<file path="src/rtl/mem_sched_pkg.sv">
// mem_sched_pkg: shared constants and word-layout helpers for mem_req_scheduler.
//   Command FIFO word : {we, bank, addr, wdata}  (wdata at bit 0)
//   Response FIFO word: {bank, addr, rdata}      (rdata at bit 0)
//   STAT_WIDTH        : width of the optional issue statistics counters
package mem_sched_pkg;

  localparam int STAT_WIDTH = 16;

  function automatic int cmd_addr_lsb(input int dw);
    return dw;
  endfunction

  function automatic int cmd_bank_lsb(input int dw, input int aw);
    return dw + aw;
  endfunction

  function automatic int cmd_we_bit(input int dw, input int aw, input int bw);
    return dw + aw + bw;
  endfunction

  function automatic int cmd_width(input int dw, input int aw, input int bw);
    return dw + aw + bw + 1;
  endfunction

  function automatic int rsp_addr_lsb(input int dw);
    return dw;
  endfunction

  function automatic int rsp_bank_lsb(input int dw, input int aw);
    return dw + aw;
  endfunction

  function automatic int rsp_width(input int dw, input int aw, input int bw);
    return dw + aw + bw;
  endfunction

endpackage

</file>
<file path="src/rtl/sync_fifo.sv">
// sync_fifo: single-clock FIFO with registered storage.
//   clk, rst_n     : clock, asynchronous active-low reset (clears storage too,
//                    so the head word reads as zero after reset)
//   push, wdata    : write request; accepted when not full, or when full with
//                    a simultaneous pop
//   pop, rdata     : read request and current head word (show-ahead)
//   full, empty    : occupancy flags
//   count          : number of stored entries (0..DEPTH)
// DEPTH must be a power of two (pointers wrap naturally) and at least 2.
module sync_fifo #(
  parameter int WIDTH = 8,
  parameter int DEPTH = 4,
  localparam int AW = $clog2(DEPTH)
) (
  input  logic             clk,
  input  logic             rst_n,
  input  logic             push,
  input  logic [WIDTH-1:0] wdata,
  input  logic             pop,
  output logic [WIDTH-1:0] rdata,
  output logic             full,
  output logic             empty,
  output logic [AW:0]      count
);

  logic [WIDTH-1:0] mem_q [DEPTH];
  logic [WIDTH-1:0] mem_d [DEPTH];
  logic [AW-1:0]    wr_ptr_q, wr_ptr_d;
  logic [AW-1:0]    rd_ptr_q, rd_ptr_d;
  logic [AW:0]      count_q, count_d;
  logic             do_push, do_pop;

  assign full    = (count_q == (AW+1)'(DEPTH));
  assign empty   = (count_q == '0);
  assign do_pop  = pop && !empty;
  // When full, the slot being written is the one being popped this cycle.
  assign do_push = push && (!full || do_pop);
  assign rdata   = mem_q[rd_ptr_q];
  assign count   = count_q;

  always_comb begin
    mem_d    = mem_q;
    wr_ptr_d = wr_ptr_q;
    rd_ptr_d = rd_ptr_q;
    count_d  = count_q;
    if (do_push) begin
      mem_d[wr_ptr_q] = wdata;
      wr_ptr_d        = wr_ptr_q + AW'(1);
    end
    if (do_pop) begin
      rd_ptr_d = rd_ptr_q + AW'(1);
    end
    case ({do_push, do_pop})
      2'b10:   count_d = count_q + (AW+1)'(1);
      2'b01:   count_d = count_q - (AW+1)'(1);
      default: count_d = count_q;
    endcase
  end

  always_ff @(posedge clk or negedge rst_n) begin
    if (!rst_n) begin
      for (int i = 0; i < DEPTH; i++) begin
        mem_q[i] <= '0;
      end
      wr_ptr_q <= '0;
      rd_ptr_q <= '0;
      count_q  <= '0;
    end else begin
      mem_q    <= mem_d;
      wr_ptr_q <= wr_ptr_d;
      rd_ptr_q <= rd_ptr_d;
      count_q  <= count_d;
    end
  end

endmodule

</file>
<file path="src/rtl/mem_req_scheduler.sv">
// mem_req_scheduler: request front-end for multi_bank_memory.
// Queues read/write commands, issues at most one per cycle onto the memory
// pins, and returns registered read data in order through a response FIFO.
// Reads are only issued when a response slot is guaranteed, since the memory
// cannot be stalled.
//   req_*   : command handshake (valid/ready) with we/bank/addr/wdata
//   rsp_*   : read response handshake with rdata and echoed bank/addr
//   mem_*   : memory we/bank_sel/addr/din; mem_dout returns one cycle later
//   busy    : command queued, read in flight, or response held
// Optional build macro MEM_SCHED_STATS_EN adds stat_wr_cnt / stat_rd_cnt,
// saturating counts of writes and reads issued to memory.
module mem_req_scheduler
  import mem_sched_pkg::*;
#(
  parameter int DATA_WIDTH = 8,
  parameter int ADDR_WIDTH = 4,
  parameter int BANK_WIDTH = 2,
  parameter int CMD_DEPTH  = 4,
  parameter int RSP_DEPTH  = 4
) (
  input  logic                  clk,
  input  logic                  rst_n,
  input  logic                  req_valid,
  output logic                  req_ready,
  input  logic                  req_we,
  input  logic [BANK_WIDTH-1:0] req_bank,
  input  logic [ADDR_WIDTH-1:0] req_addr,
  input  logic [DATA_WIDTH-1:0] req_wdata,
  output logic                  rsp_valid,
  input  logic                  rsp_ready,
  output logic [DATA_WIDTH-1:0] rsp_rdata,
  output logic [BANK_WIDTH-1:0] rsp_bank,
  output logic [ADDR_WIDTH-1:0] rsp_addr,
  output logic                  mem_we,
  output logic [BANK_WIDTH-1:0] mem_bank_sel,
  output logic [ADDR_WIDTH-1:0] mem_addr,
  output logic [DATA_WIDTH-1:0] mem_din,
  input  logic [DATA_WIDTH-1:0] mem_dout,
  output logic                  busy
`ifdef MEM_SCHED_STATS_EN
  ,
  output logic [STAT_WIDTH-1:0] stat_wr_cnt,
  output logic [STAT_WIDTH-1:0] stat_rd_cnt
`endif
);

  localparam int CMD_W     = cmd_width(DATA_WIDTH, ADDR_WIDTH, BANK_WIDTH);
  localparam int WE_BIT    = cmd_we_bit(DATA_WIDTH, ADDR_WIDTH, BANK_WIDTH);
  localparam int C_BANK_LSB = cmd_bank_lsb(DATA_WIDTH, ADDR_WIDTH);
  localparam int C_ADDR_LSB = cmd_addr_lsb(DATA_WIDTH);
  localparam int RSP_W     = rsp_width(DATA_WIDTH, ADDR_WIDTH, BANK_WIDTH);
  localparam int R_BANK_LSB = rsp_bank_lsb(DATA_WIDTH, ADDR_WIDTH);
  localparam int R_ADDR_LSB = rsp_addr_lsb(DATA_WIDTH);
  localparam int CAW       = $clog2(CMD_DEPTH);
  localparam int RAW       = $clog2(RSP_DEPTH);

  // command FIFO
  logic [CMD_W-1:0] cmd_wdata, cmd_head;
  logic             cmd_push, cmd_pop, cmd_full, cmd_empty;
  logic [CAW:0]     cmd_count;

  // response FIFO
  logic [RSP_W-1:0] rsp_wdata, rsp_head;
  logic             rsp_pop, rsp_full, rsp_empty;
  logic [RAW:0]     rsp_count;

  // issue / capture pipeline
  logic                  iss_vld_q, iss_vld_d;
  logic                  iss_rd_q, iss_rd_d;
  logic                  rd_pend_q, rd_pend_d;
  logic                  mem_we_q, mem_we_d;
  logic [BANK_WIDTH-1:0] mem_bank_q, mem_bank_d;
  logic [ADDR_WIDTH-1:0] mem_addr_q, mem_addr_d;
  logic [DATA_WIDTH-1:0] mem_din_q, mem_din_d;
  logic [BANK_WIDTH-1:0] rd_bank_q, rd_bank_d;
  logic [ADDR_WIDTH-1:0] rd_addr_q, rd_addr_d;

  logic                  head_we;
  logic [1:0]            inflight_rd;
  logic [RAW+1:0]        credit_sum;
  logic                  credit_ok;
  logic                  issue;

  assign req_ready = !cmd_full;
  assign cmd_push  = req_valid && req_ready;
  assign cmd_wdata = {req_we, req_bank, req_addr, req_wdata};

  sync_fifo #(.WIDTH(CMD_W), .DEPTH(CMD_DEPTH)) u_cmd_fifo (
    .clk   (clk),
    .rst_n (rst_n),
    .push  (cmd_push),
    .wdata (cmd_wdata),
    .pop   (cmd_pop),
    .rdata (cmd_head),
    .full  (cmd_full),
    .empty (cmd_empty),
    .count (cmd_count)
  );

  // A read may only leave the queue if every response already held or still
  // travelling through the memory, plus this one, fits in the response FIFO.
  // A pop happening this same cycle is deliberately not counted as a credit.
  assign head_we     = cmd_head[WE_BIT];
  assign inflight_rd = {1'b0, iss_rd_q} + {1'b0, rd_pend_q};
  assign credit_sum  = {1'b0, rsp_count} + {{RAW{1'b0}}, inflight_rd};
  assign credit_ok   = (credit_sum < (RAW+2)'(RSP_DEPTH));
  assign issue       = !cmd_empty && (head_we || credit_ok);
  assign cmd_pop     = issue;

  always_comb begin
    iss_vld_d  = issue;
    iss_rd_d   = issue && !head_we;
    mem_we_d   = issue && head_we;
    mem_bank_d = mem_bank_q;
    mem_addr_d = mem_addr_q;
    mem_din_d  = mem_din_q;
    if (issue) begin
      mem_bank_d = cmd_head[C_BANK_LSB +: BANK_WIDTH];
      mem_addr_d = cmd_head[C_ADDR_LSB +: ADDR_WIDTH];
      mem_din_d  = cmd_head[0 +: DATA_WIDTH];
    end
    // mem_* may already carry the next command when dout arrives, so the
    // read's bank/addr are carried alongside for the echo.
    rd_pend_d = iss_rd_q;
    rd_bank_d = rd_bank_q;
    rd_addr_d = rd_addr_q;
    if (iss_rd_q) begin
      rd_bank_d = mem_bank_q;
      rd_addr_d = mem_addr_q;
    end
  end

  always_ff @(posedge clk or negedge rst_n) begin
    if (!rst_n) begin
      iss_vld_q  <= 1'b0;
      iss_rd_q   <= 1'b0;
      rd_pend_q  <= 1'b0;
      mem_we_q   <= 1'b0;
      mem_bank_q <= '0;
      mem_addr_q <= '0;
      mem_din_q  <= '0;
      rd_bank_q  <= '0;
      rd_addr_q  <= '0;
    end else begin
      iss_vld_q  <= iss_vld_d;
      iss_rd_q   <= iss_rd_d;
      rd_pend_q  <= rd_pend_d;
      mem_we_q   <= mem_we_d;
      mem_bank_q <= mem_bank_d;
      mem_addr_q <= mem_addr_d;
      mem_din_q  <= mem_din_d;
      rd_bank_q  <= rd_bank_d;
      rd_addr_q  <= rd_addr_d;
    end
  end

  assign mem_we       = mem_we_q;
  assign mem_bank_sel = mem_bank_q;
  assign mem_addr     = mem_addr_q;
  assign mem_din      = mem_din_q;

  assign rsp_wdata = {rd_bank_q, rd_addr_q, mem_dout};
  assign rsp_pop   = rsp_ready && !rsp_empty;

  sync_fifo #(.WIDTH(RSP_W), .DEPTH(RSP_DEPTH)) u_rsp_fifo (
    .clk   (clk),
    .rst_n (rst_n),
    .push  (rd_pend_q),
    .wdata (rsp_wdata),
    .pop   (rsp_pop),
    .rdata (rsp_head),
    .full  (rsp_full),
    .empty (rsp_empty),
    .count (rsp_count)
  );

  // Credit accounting must never let captured read data hit a full FIFO.
  assert property (@(posedge clk) disable iff (!rst_n)
                   !(rd_pend_q && rsp_full && !rsp_pop));

  assign rsp_valid = !rsp_empty;
  assign rsp_rdata = rsp_head[0 +: DATA_WIDTH];
  assign rsp_addr  = rsp_head[R_ADDR_LSB +: ADDR_WIDTH];
  assign rsp_bank  = rsp_head[R_BANK_LSB +: BANK_WIDTH];

  assign busy = (cmd_count != '0) || iss_vld_q || rd_pend_q || !rsp_empty;

`ifdef MEM_SCHED_STATS_EN
  logic [STAT_WIDTH-1:0] stat_wr_q, stat_wr_d;
  logic [STAT_WIDTH-1:0] stat_rd_q, stat_rd_d;

  always_comb begin
    stat_wr_d = stat_wr_q;
    stat_rd_d = stat_rd_q;
    if (mem_we_q && (stat_wr_q != '1)) stat_wr_d = stat_wr_q + STAT_WIDTH'(1);
    if (iss_rd_q && (stat_rd_q != '1)) stat_rd_d = stat_rd_q + STAT_WIDTH'(1);
  end

  always_ff @(posedge clk or negedge rst_n) begin
    if (!rst_n) begin
      stat_wr_q <= '0;
      stat_rd_q <= '0;
    end else begin
      stat_wr_q <= stat_wr_d;
      stat_rd_q <= stat_rd_d;
    end
  end

  assign stat_wr_cnt = stat_wr_q;
  assign stat_rd_cnt = stat_rd_q;
`endif

endmodule

</file>
<file path="config.mk">
export PLATFORM = sky130hd
export DESIGN_NAME = mem_req_scheduler
export DESIGN_NICKNAME = d
export VERILOG_FILES = /design/src/rtl/mem_sched_pkg.sv /design/src/rtl/sync_fifo.sv /design/src/rtl/mem_req_scheduler.sv
export SDC_FILE = /design/constraint.sdc
export NUM_CORES = 1
export LEC_CHECK = 0
export CORE_AREA = 8 8 125 127
export DETAILED_ROUTE_END_ITERATION = 6
export DIE_AREA = 0 0 133 135
export MAX_ROUTING_LAYER = met4
export PLACE_DENSITY_LB_ADDON = 0.15
export SYNTH_ARGS = -nofsm -noshare
export SYNTH_HDL_FRONTEND = slang
export SYNTH_SLANG_ARGS = --single-unit
export TNS_END_PERCENT = 20
</file>
<file path="constraint.sdc">
create_clock -name clk -period 3.2 [get_ports clk]
set_clock_uncertainty 0.1 [all_clocks]
set_input_delay 0.64 -clock clk [delete_from_list [all_inputs] [get_ports clk]]
set_output_delay 0.64 -clock clk [all_outputs]
set_load 0.01 [all_outputs]
</file>
==> key figures, run 1 <==
Pwr
  – Internal Power: 6.66 mW
  – Leak: 3.53 nW
  – Net Sw Power: 2.80 mW
  – Power Density: 1160 nW/um2
  – Combinational group share of total power: 41.4%
  – Reg power frac: 37.5%
  – Final Power: 9.46 mW
  – Clk pwr share: 21.0%
  – Sw frac: 29.6%
  – Worst VDD drop: 504 uV

Yosys
  – Synth Instances: 410
  – FF+latch count, synth: 154
  – Prevailing post-synth register cell: dfrtp_1
  – Ys async rst share: 100%
  – Post-synthesis sequential area ratio: 57.6%
  – Syn_area_per_cell: 16.3 um2
  – Ys Warns: 0
  – Synth Cell Area: 6690 um2
  – Synth cell types: 29
  – Post-Syn Nets: 450
  – Post-synth EDFFs: 0

Place
  – Detail Placement HPWL: 8190 um
  – IO buf count: 58
  – Area after DPL: 7540 um2
  – Routability cong.: 0.688

Global route
  – Pin count of the biggest net entering global routing: 65
  – Initial antenna violation count: 0
  – Grt ovf: 0
  – First-pass GRT wire length: 21000 um
  – Vias in the first global route: 4061
  – GRT Total Usage: 15.5%

Floorplan
  – Core area: 13600 um2
  – Die Area: 18000 um2
  – Die Wd: 133 um
  – I/O pin cnt: 59
  – Initial Utilization: 49.1%
  – # rows: 43
  – Die height: 135 um

Detailed routing
  – Drt wl/cell: 18.4 um
  – Final WL: 12500 um
  – Via/cell ratio: 5.32
  – Via count: 3611
  – Final ANT Viol Nets: 0
  – Post-route DRC: 0
  – Initial drt markers: 151
  – DRT Pass-1 Iters: 6

Hold path
  – Hold Crit Class: input port to asynchronous set/reset pin

Cells and area
  – Fin area: 8130 um2
  – Synthesis-to-finish area growth: 21.6%
  – Most frequent cells in the layout: dfrtp_1 (154), mux2_2 (129), clkdlybuf4s50_1 (57)
  – Nets: 526
  – Diodes inserted: 0
  – Layout cells sized above 1: 43.3%
  – Most common cell after layout, fill and taps aside: dfrtp_1

Critical path
  – Critical Path RT: 2460 ps
  – Worst Path Arrival: 2250 ps
  – Critical path class: flop to output pin
  – Crit Path Max Fanout: 6
  – CP startpoint kind: flop
  – CP endpoint kind: output pin

Clock tree
  – Clock input transition at the sequential cells of the worst setup and hold paths: 60 ps
  – CTS tree: yes
  – Clock Tree Root: clkbuf_16
  – H-tree Lvls: 4
  – Later-pin clock latency in the skew report: 420 ps
  – CTS buffer count: 17
  – Post CTS Setup Buffer Count: 0
  – Max Buffers Root-to-Sink: 2
  – Clock sinks: 154
  – Hold-fix buffers, CTS: 0
  – Post-CTS Resized: 0

Timing
  – Setup TNS: 0 ps
  – RSZ-0062 raised after global routing: false
  – Final worst-path cycle share: 93.3%
  – Endpoints failing hold: 0
  – Hold slack: 93.8 ps
  – Peak Freq: 335 MHz
  – Final min period: 2990 ps
  – Actual slew at the worst max-slew pin: 581 ps
  – Setup violators final: 0
  – Max-slew violations: 0
  – Max-slew headroom: 61.2%

Run status
  – Status: finished, final reports clean

Run
  – Max_cap viols: 0
## worst max-delay path: stages, from the launching register on
cell             delay, ps
dfrtp_1                430
or3_1                  430
or4_1                  480
clkdlybuf4s50_1        490
## stage by stage
| step | instances | util, % | setup slack [ps] |
|---|---|---|---|
| finish | 679 | 59.7 | 215 |
| global route | 679 | 59.7 | 131 |
| CTS | 679 | 59.7 | 175 |
| detailed placement | 647 | 55.4 | 427 |
| global placement | 647 | 55.4 | 496 |
| floorplan | 410 | - | 667 |
## area by class of cell
| class | instances | area [um2] |
|---|---|---|
| Clock buffer | 25 | 505 |
| Clock inverter | 7 | 87.6 |
| Fill cell | 1083 | 5480 |
| Inverter | 10 | 37.5 |
| Multi-Input combinational cell | 228 | 2700 |
| Sequential cell | 154 | 3850 |
| Tap cell | 180 | 225 |
| Timing Repair Buffer | 75 | 722 |
## cells by family after synthesis
group | synth area share [%]
muxes | 33.4
xor gates and xnor gates | 1.44
buffers and inverters | 1.98
adders and majority gates | 2.66
and+or+nand+nor | 1.87
AOI/OAI and AO/OA | 0.992
DFF | 57.6
## metal layers
metal | GRT usage, % | up-vias | wire, um
met1 | 18.3 | 1897 | 5580
met2 | 25.1 | 55 | 6360
met4 | 7.19 | 0 | 233
li1 | - | 1640 | -
met3 | 3.38 | 19 | 343
met5 | - | - | 0
## final timing paths
| kind | start | endpoint | slack (ps) | cells past startpoint |
|---|---|---|---|---|
| max in group asynchronous | rst_n | rd_bank_q[1]$_DFFE_PN0P_ | 2150 | 2 |
| hold reg to reg | u_rsp_fifo.mem_q[19]$_DFFE_PN0P_ | u_rsp_fifo.mem_q[19]$_DFFE_PN0P_ | 400 | 1 |
| setup / recovery | u_rsp_fifo.count[1]$_DFFE_PN0P_ | busy | 210 | 3 |
| min in group clk | u_rsp_fifo.mem_q[19]$_DFFE_PN0P_ | u_rsp_fifo.mem_q[19]$_DFFE_PN0P_ | 400 | 1 |
| hold / removal | rst_n | u_rsp_fifo.mem_q[43]$_DFFE_PN0P_ | 90 | 1 |
| setup reg to reg | iss_rd_q$_DFF_PN0_ | u_cmd_fifo.count[2]$_DFFE_PN0P_ | 810 | 9 |
## synthesized netlist by cell type (3+ instances only)
cell | count | area (um2)
inv_1 | 10 | 37.5
buf_2 | 10 | 50.1
mux2_2 | 129 | 1450
xor2_1 | 3 | 26.3
xnor2_1 | 8 | 70.1
mux2_4 | 8 | 120
clkbuf_1 | 4 | 15.0
dfrtp_1 | 154 | 3850
nor2_1 | 4 | 15.0
o21ai_0 | 3 | 15.0
mux4_2 | 29 | 653
nand2_1 | 15 | 56.3
ha_1 | 11 | 138
## state kept, by name (all words and copies together), names as in the netlist
register	flops
u_rsp_fifo.mem_q	56
rd_addr_q	4
rd_pend_q	1
u_cmd_fifo.rd_ptr_q	2
mem_bank_sel	2
u_cmd_fifo.mem_q	60
mem_addr	4
u_rsp_fifo.rd_ptr_q	2
mem_we	1
u_cmd_fifo.wr_ptr_q	2
iss_vld_q	1
u_cmd_fifo.count	3
mem_din	8
u_rsp_fifo.count	3
iss_rd_q	1
rd_bank_q	2
u_rsp_fifo.wr_ptr_q	2
## power by group through the flow
| stage | clock (mW) | sequential, mW | combinational [mW] |
|---|---|---|---|
| floorplan | 0 | 3.41 | 2.81 |
| global placement | 0 | 3.51 | 3.86 |
| detailed placement | 0 | 3.58 | 3.97 |
| CTS | 2.04 | 3.55 | 4.00 |
| global route | 2.12 | 3.69 | 4.25 |
| finish | 1.99 | 3.55 | 3.92 |
Power figures use the tool's default switching activity.
==> run 2, diff against run 1 <==
--- a/config.mk
+++ b/config.mk
@@ -5,9 +5,9 @@
 export SDC_FILE = /design/constraint.sdc
 export NUM_CORES = 1
 export LEC_CHECK = 0
-export CORE_AREA = 8 8 125 127
+export CORE_AREA = 8 8 173 93
 export DETAILED_ROUTE_END_ITERATION = 6
-export DIE_AREA = 0 0 133 135
+export DIE_AREA = 0 0 181 101
 export MAX_ROUTING_LAYER = met4
 export PLACE_DENSITY_LB_ADDON = 0.15
 export SYNTH_ARGS = -nofsm -noshare
==> run 2 against run 1 <==
  * Total power is 0.33% higher
  * Clock power about the same
  * Design area is 0.15% lower
  * Largest cell class unchanged
  * Largest power group unchanged
==> key figures, run 2 (synthesis results as in run 1) <==
Cells and area
  – Synthesis-to-finish area growth: 21.4%
  – Most common cell after layout, fill and taps aside: dfrtp_1
  – Layout cells sized above 1: 43.3%
  – Top reg by flops: u_cmd_fifo.mem_q
  – Most frequent cells in the layout: dfrtp_1 (154), mux2_2 (129), clkdlybuf4s50_1 (57)
  – Post-Layout Cell Count: 678
  – Nets: 524
  – Fillers: 1073
  – Util after Layout: 58.5%
  – Diodes inserted: 0
  – Max reg flops: 60

Detailed routing
  – Via count: 3593
  – Initial drt markers: 143
  – Final WL: 13100 um
  – Drt wl/cell: 19.2 um
  – Post-route DRC: 0
  – Via/cell ratio: 5.30
  – Final ANT Viol Nets: 0
  – DRT Pass-1 Iters: 6

Clock tree
  – CTS buffer count: 17
  – Later-pin clock latency in the skew report: 410 ps
  – H-tree Lvls: 4
  – Clock Tree Root: clkbuf_16
  – CTS tree: yes
  – Hold-fix buffers, CTS: 0
  – Clock sinks: 154
  – Post CTS Setup Buffer Count: 0
  – Clock input transition at the sequential cells of the worst setup and hold paths: 70 ps
  – Max Buffers Root-to-Sink: 2
  – Post-CTS Resized: 0

Place
  – IO buf count: 58
  – Detail Placement HPWL: 8710 um
  – Post-Place Cells: 646
  – Routability cong.: 0.705

Critical path
  – CP startpoint kind: flop
  – FF-to-FF Start: iss_rd_q$_DFF_PN0_
  – Critical Path RT: 2460 ps
  – Worst Reg-to-Reg Cells: 9
  – CP Launch Point: u_rsp_fifo.count[1]$_DFFE_PN0P_
  – CP endpoint kind: output pin
  – Reg-to-reg slack, setup: 820 ps
  – Crit Path Max Fanout: 6
  – Worst Path Arrival: 2260 ps
  – Critical path class: flop to output pin
  – Reg2reg end: u_cmd_fifo.count[2]$_DFFE_PN0P_

Global route
  – Initial antenna violation count: 0
  – Met2 usage: 22.3%
  – Met3 Use GR: 4.35%
  – Pin count of the biggest net entering global routing: 67
  – Busiest grt layer: met2
  – Grt ovf: 0
  – Met1 Track Usage GR: 22.0%
  – GRT Total Usage: 15.8%
  – Vias in the first global route: 3952
  – First-pass GRT wire length: 21800 um

Floorplan
  – Core area: 13900 um2
  – Initial Utilization: 48.2%
  – Die Area: 18300 um2
  – Die Wd: 181 um
  – # rows: 31
  – I/O pin cnt: 59
  – Die height: 101 um

Pwr
  – Power Density: 1170 nW/um2
  – Leak: 3.50 nW
  – Worst VDD drop: 472 uV

Timing
  – Final min period: 3000 ps
  – Max-slew violations: 0
  – Setup TNS: 0 ps
  – Peak Freq: 333 MHz
  – Final worst-path cycle share: 93.9%
  – Endpoints failing hold: 0
  – Setup violators final: 0
  – Actual slew at the worst max-slew pin: 614 ps
  – RSZ-0062 raised after global routing: false
  – Max-slew headroom: 59.1%

Hold path
  – Hold Crit Class: input port to asynchronous set/reset pin

Run
  – Max_cap viols: 0

Run status
  – Status: finished, final reports clean
## run 2: cell count changes in the layout (fill, tap and decap cells not counted), sizes merged
cell and delta:
buf -2, inv +4, clkinv -3, clkinvlp +3, clkbuf -4
## run 2: worst max path at each step
stage,end,slack (ps),cells past startpoint
after floorplan,u_cmd_fifo.count[2]$_DFFE_PN0P_,670,10
after global placement,u_rsp_fifo.count[2]$_DFFE_PN0P_,460,9
after CTS,busy,160,3
after global routing,busy,110,3
final,busy,200,3
after detailed placement,u_rsp_fifo.count[2]$_DFFE_PN0P_,410,9
## run 2: area by class of cell
class                   instances  area (um2)  area share (%)
flip-flops and latches        154        3850            47.5
clock inverters                11         134            1.65
multi-input cells             228        2700            33.3
inverters                      10        37.5           0.462
well taps                     181         226            2.79
clock buffers                  21         460            5.67
repair buffers                 73         707            8.71
## run 2: report_power, final
part,switching [mW],internal [mW],leakage (nW)
combinational,1.51,2.43,1.38
sequential,0.576,2.96,1.85
clock,0.808,1.20,0.277
total,2.89,6.60,3.50
## run 2: layer usage
| layer | part of all wire, % | wire length [um] | up-vias |
|---|---|---|---|
| met3 | 3.8 | 493 | 12 |
| li1 | - | - | 1641 |
| met2 | 42 | 5540 | 55 |
| met1 | 53 | 6910 | 1885 |
| met4 | 0.86 | 112 | 0 |
| met5 | 0 | 0 | - |
## run 2: through the flow
| step | cell area [um2] | power, mW | hold slack [ps] | setup slack (ps) |
|---|---|---|---|---|
| 4_1_cts | 8120 | 9.61 | 122 | 162 |
| 3_3_place_gp | 7530 | 7.41 | 382 | 464 |
| 3_5_place_dp | 7530 | 7.56 | 387 | 412 |
| 5_1_grt | 8120 | 10.1 | 140 | 108 |
| 2_1_floorplan | 6690 | 6.22 | 244 | 667 |
| 6_report | 8120 | 9.49 | 108 | 195 |
## run 2: worst max-delay path, stage by stage (launching register included)
cell	delay, ps
dfrtp_1	440
or3_1	420
or4_1	490
clkdlybuf4s50_1	500
